$ cat src/rtl/ca_code_gen.sv
// rtl/ca_code_gen.sv - GPS L1 C/A Gold-code generator, one chip per chip_en tick
module ca_code_gen #(
    parameter int PRN_RST = 1,
    parameter int CNT_W   = 10
) (
    input  logic             clk,
    input  logic             rst,
    input  logic             chip_en,
    input  logic             restart,
    input  logic [5:0]       prn,
    output logic             chip_out,
    output logic [CNT_W-1:0] chip_cnt,
    output logic             epoch,
    output logic [5:0]       prn_active,
    output logic             prn_err
);

    localparam logic [CNT_W-1:0] LAST_CHIP = CNT_W'(1022);

    // G2 phase-selector taps for each PRN, returned as a mask over stages 10..1
    function automatic logic [10:1] tap_mask(input logic [5:0] p);
        int a;
        int b;
        case (p)
            6'd1:  begin a = 2; b = 6;  end
            6'd2:  begin a = 3; b = 7;  end
            6'd3:  begin a = 4; b = 8;  end
            6'd4:  begin a = 5; b = 9;  end
            6'd5:  begin a = 1; b = 9;  end
            6'd6:  begin a = 2; b = 10; end
            6'd7:  begin a = 1; b = 8;  end
            6'd8:  begin a = 2; b = 9;  end
            6'd9:  begin a = 3; b = 10; end
            6'd10: begin a = 2; b = 3;  end
            6'd11: begin a = 3; b = 4;  end
            6'd12: begin a = 5; b = 6;  end
            6'd13: begin a = 6; b = 7;  end
            6'd14: begin a = 7; b = 8;  end
            6'd15: begin a = 8; b = 9;  end
            6'd16: begin a = 9; b = 10; end
            6'd17: begin a = 1; b = 4;  end
            6'd18: begin a = 2; b = 5;  end
            6'd19: begin a = 3; b = 6;  end
            6'd20: begin a = 4; b = 7;  end
            6'd21: begin a = 5; b = 8;  end
            6'd22: begin a = 6; b = 9;  end
            6'd23: begin a = 1; b = 3;  end
            6'd24: begin a = 4; b = 6;  end
            6'd25: begin a = 5; b = 7;  end
            6'd26: begin a = 6; b = 8;  end
            6'd27: begin a = 7; b = 9;  end
            6'd28: begin a = 8; b = 10; end
            6'd29: begin a = 1; b = 6;  end
            6'd30: begin a = 2; b = 7;  end
            6'd31: begin a = 3; b = 8;  end
            6'd32: begin a = 4; b = 9;  end
            default: begin a = 2; b = 6; end
        endcase
        tap_mask = (10'd1 << (a - 1)) | (10'd1 << (b - 1));
    endfunction

    logic [10:1]      g1, g2;
    logic [10:1]      g1_n, g2_n;
    logic [CNT_W-1:0] cnt_n;
    logic [5:0]       prn_n;
    logic             epoch_n, err_n, chip_n;
    logic             prn_legal;
    logic             g1_fb, g2_fb;

    assign prn_legal = (prn >= 6'd1) && (prn <= 6'd32);
    assign g1_fb     = g1[3] ^ g1[10];
    assign g2_fb     = g2[2] ^ g2[3] ^ g2[6] ^ g2[8] ^ g2[9] ^ g2[10];

    always_comb begin
        g1_n    = g1;
        g2_n    = g2;
        cnt_n   = chip_cnt;
        prn_n   = prn_active;
        epoch_n = 1'b0;
        err_n   = 1'b0;
        if (restart) begin
            // restart always consumes the cycle, so a coincident chip_en is dropped
            if (prn_legal) begin
                prn_n = prn;
                g1_n  = '1;
                g2_n  = '1;
                cnt_n = '0;
            end else begin
                err_n = 1'b1;
            end
        end else if (chip_en) begin
            if (chip_cnt == LAST_CHIP) begin
                g1_n    = '1;
                g2_n    = '1;
                cnt_n   = '0;
                epoch_n = 1'b1;
            end else begin
                g1_n  = {g1[9:1], g1_fb};
                g2_n  = {g2[9:1], g2_fb};
                cnt_n = chip_cnt + 1'b1;
            end
        end
        chip_n = g1_n[10] ^ (^(g2_n & tap_mask(prn_n)));
    end

    always_ff @(posedge clk or negedge rst) begin
        if (!rst) begin
            g1         <= '1;
            g2         <= '1;
            chip_cnt   <= '0;
            prn_active <= 6'(PRN_RST);
            epoch      <= 1'b0;
            prn_err    <= 1'b0;
            // all-ones registers: both selected G2 taps cancel, leaving G1[10]
            chip_out   <= 1'b1;
        end else begin
            g1         <= g1_n;
            g2         <= g2_n;
            chip_cnt   <= cnt_n;
            prn_active <= prn_n;
            epoch      <= epoch_n;
            prn_err    <= err_n;
            chip_out   <= chip_n;
        end
    end

endmodule

$ cat config.mk
export PLATFORM = sky130hd
export DESIGN_NAME = ca_code_gen
export DESIGN_NICKNAME = d
export VERILOG_FILES = /design/src/rtl/ca_code_gen.sv
export SDC_FILE = /design/constraint.sdc
export NUM_CORES = 1
export LEC_CHECK = 0
export BUFFER_PORTS_ARGS = -buffer_cell sky130_fd_sc_hd__buf_2
export CAP_MARGIN = 20
export CORE_MARGIN = 1
export CORE_UTILIZATION = 33
export DETAILED_ROUTE_END_ITERATION = 12
export PLACE_DENSITY = 0.59
export RECOVER_POWER = 25
export SYNTH_ARGS = -nofsm -noshare
export SYNTH_HDL_FRONTEND = slang
export SYNTH_SLANG_ARGS = --single-unit
$ cat constraint.sdc
create_clock -name clk -period 5.3 [get_ports clk]
set_input_delay 0.265 -clock clk [delete_from_list [all_inputs] [get_ports clk]]
set_output_delay 0.265 -clock clk [all_outputs]
set_load 0.1 [all_outputs]
==> flow_metrics.tcl <==
set metrics [dict create \
    slew_violations 40 \
    wirelength_um 7430 \
    hold_depth 2 \
    cp-start-kind "input port" \
    r2r_setup_slack_ns 0.79 \
    drt-initial-drc-count 240 \
    drtAntennaViolNets 0 \
    synth_edf_count 0 \
    insertion_delay_ns 0.29 \
    antenna_found_initial 0 \
    cap_violations 1 \
    wl_met1_um 3370 \
    routed-wl-met2_um 3650 \
    hold_slack_ns 0.252 \
    die_area_sq_um 9840 \
    cts_tree "built" \
    finalSetupTns_ns 0 \
    ys_seq_area_share_pct 32.2 \
    powerDensity_nw_per_um2 400 \
    peakVddDrop_mv 0.156 \
    total_power_mw 1.39 \
    cts_setup_buffers 0 \
    critPathArrivalTime_ns 4.87 \
    final_core_util_pct 37.7 \
    grt_first_pass_wirelength_um 12900 \
    crit_fanout 10 \
    dr_wl_met3_um 326 \
    multiInputGateArea_sq_um 1930 \
    seq_power_share_pct 26.1 \
    synth_cell_types 75 \
    die_w_um 99.2 \
    tightestPinTransition_ns 2.01 \
    grt_overflow 0 \
    crit_path_end_kind "flip-flop" \
    final_nets 402 \
    switchingPower_mw 0.589 \
    combPwrFrac_pct 55.8 \
    drc 0 \
    grt_start_max_net_pins 40 \
    top_layer "met4" \
    fin_skew_ns 0.00565 \
    diodes 0 \
    hold_buffers 0 \
    hold_class "in -> reg" \
    violations "capacitance limit, slew limit" \
    synth_cells 355 \
    rr_worst_depth 18 \
    syn_area_sq_um 3120 \
    cts_resized 0 \
    avgRoutedWirePerCell_um 15.1 \
    sw_frac_of_total_pct 42.5 \
    vias 2806 \
    synth_warnings 0 \
    power_frac_clock_pct 18.2 \
    p_int_mw 0.798 \
    final-hold-violation-count 0 \
    regArea_sq_um 1000 \
    initial_utilization_pct 33.9 \
    syn_nets 378 \
    clk_pin_slew_ns 0.08 \
    rsz0062_at_grt "false" \
    hold_start "chip_en" \
    fp.dieH_um 99.2 \
    numCtsBuffers 5 \
    cts.sinks 39 \
    fmax_mhz 214 \
    dr.pass1.iters 4 \
    setup_viol 0 \
    numPortBuffers 28 \
    leakagePower_nw 1.45 \
    syn2layout_area_growth_pct 11.3 \
    post-route-min-period_ns 4.66 \
    viasPerCell 5.71 \
    grt_usage_pct 15.9 \
    slew-limit-headroom_pct -34.1 \
    nFillCells 948 \
    cts_root_buf "clkbuf_8" \
    grt_pass1_vias 2699 \
    outcome "finished with violations" \
    worstSetupPathType "in -> reg" \
    rr_startpoint "prn_active[0]" \
    r2r-end "chip_out" \
    synth.avg_cell_area_sq_um 8.78 \
    required_ns 5.51 \
    rows 35 \
    io-pin-count 29 \
    fin_crit_sh_pct 88.0 \
    holdPathEnd "epoch" \
    ys_ff_latch 39 \
    fp.coreArea_sq_um 9200 \
    cts.htree.levels 2 \
    dp_hpwl_um 5610 \
    clockBufferDepth 2 \
    async_flop_share_pct 100 \
    drive_above_1_share_pct 22.1 \
    globalplace.congestion 0.940 \
    synthFlopType "dfstp_2" \
]
## through the flow
step	setup WS (ns)	cell area, sq um	std cells
final	0.637	3470	491
after global routing	0.206	3470	491
after CTS	0.670	3470	491
after detailed placement	0.407	3350	483
after global placement	0.498	3350	483
after floorplan	0.847	3120	355
## power by group through the flow
stage | Combinational, mW | Sequential (mW) | Clock, mW
global placement | 0.764 | 0.367 | 0
finish | 0.773 | 0.362 | 0.252
floorplan | 0.541 | 0.463 | 0
global route | 0.853 | 0.365 | 0.274
CTS | 0.777 | 0.362 | 0.263
detailed placement | 0.772 | 0.367 | 0
## cells in the final DEF (no fill, tap or decap), types with 4 or more instances in the layout
cell type  instances
nand3_1           15
nor2_1            15
buf_4              5
o21ai_0           20
dfstp_2           22
nand2_1           26
nor4_1             6
o221ai_1           4
o211ai_1           4
nor3_1            13
or3_1              4
dfrtp_1           17
o22a_1            15
o31ai_1            4
a31oi_1            5
inv_2              4
a21oi_1           13
xnor2_1           11
xor2_1             4
ha_1              13
nor2b_1            6
inv_1             20
o22ai_1            8
and3_1             8
nand2b_1           6
buf_2             27
a211oi_1           8
clkbuf_8           5
nor3b_1            4
## Yosys cell counts, drive strengths merged, types with 5 or more instances
cell type | n | area share (%)
and3 | 8 | 1.6
xnor2 | 12 | 3.6
nand3 | 15 | 2.4
o22ai | 8 | 1.6
nor2b | 6 | 1.2
o211ai | 5 | 1.4
o21ai | 22 | 3.5
nand2b | 6 | 1.2
o22a | 16 | 4.5
inv | 24 | 2.9
nor4 | 7 | 1.6
nor3 | 14 | 2.4
o31ai | 5 | 1.4
a211oi | 9 | 2.3
a21oi | 14 | 2.4
dfstp | 22 | 19
nand2 | 26 | 3.1
dfrtp | 17 | 14
nor2 | 17 | 2.2
clkbuf | 5 | 0.60
ha | 13 | 5.2
a31oi | 5 | 1.0
buf | 11 | 2.1
## flip-flops by register name, summed over array words and instances, names as in the netlist
signal,cells
prn_err,1
prn_active,6
chip_out,1
g1,10
g2,10
epoch,1
chip_cnt,10
## layer usage
| metal | GRT usage (%) | up-vias |
|---|---|---|
| met2 | 27.3 | 82 |
| li1 | - | 1383 |
| met5 | 0 | - |
| met3 | 1.83 | 9 |
| met4 | 4.30 | 0 |
| met1 | 21.1 | 1332 |
## cell families (layout without fill, tap and decap cells)
kind of cell | after synthesis | count (layout) | share of synthesized area [%]
AO/OA/AOI/OAI | 115 | 115 | 27.0
XOR/XNOR | 18 | 18 | 6.18
adder cells (fa/ha/maj) | 13 | 13 | 5.22
buffers and inverters | 42 | 67 | 5.86
flip-flops | 39 | 39 | 32.2
multiplexers | 7 | 7 | 2.53
AND/OR/NAND/NOR | 121 | 121 | 21.0
## final cells by class
class,count,share of cell area [%]
inverters,26,2.81
well taps,111,4.00
repair buffers,33,5.08
clock buffers,8,3.53
flip-flops and latches,39,28.9
multi-input cells,274,55.6
## worst max path at each step
stage	start	end	slack, ns	depth (start not counted)
6_report	prn[0]	chip_out	0.64	20
5_1_grt	prn[0]	chip_out	0.21	20
4_1_cts	prn[0]	chip_out	0.67	20
3_5_place_dp	prn[0]	chip_out	0.41	20
3_3_place_gp	prn[0]	chip_out	0.50	20
2_1_floorplan	prn_active[1]	chip_out	0.85	16
## critical path, cell delays in order
cell and delay [ns]:
buf_2 0.12, nor4_2 0.50, and4_1 0.27, a311o_1 0.39
inv_1 0.22, ha_1 0.29, inv_1 0.10, nor3_1 0.06
a31oi_1 0.16, o221ai_1 0.14, a21oi_1 0.36, or2_1 0.19
ha_1 0.24, nand3_1 0.10, mux2_4 0.31, nor3_2 0.18
o21a_2 0.18, xnor2_2 0.11, xnor3_1 0.33, xnor3_1 0.35
No activity file was read; power rests on OpenSTA's default activity.
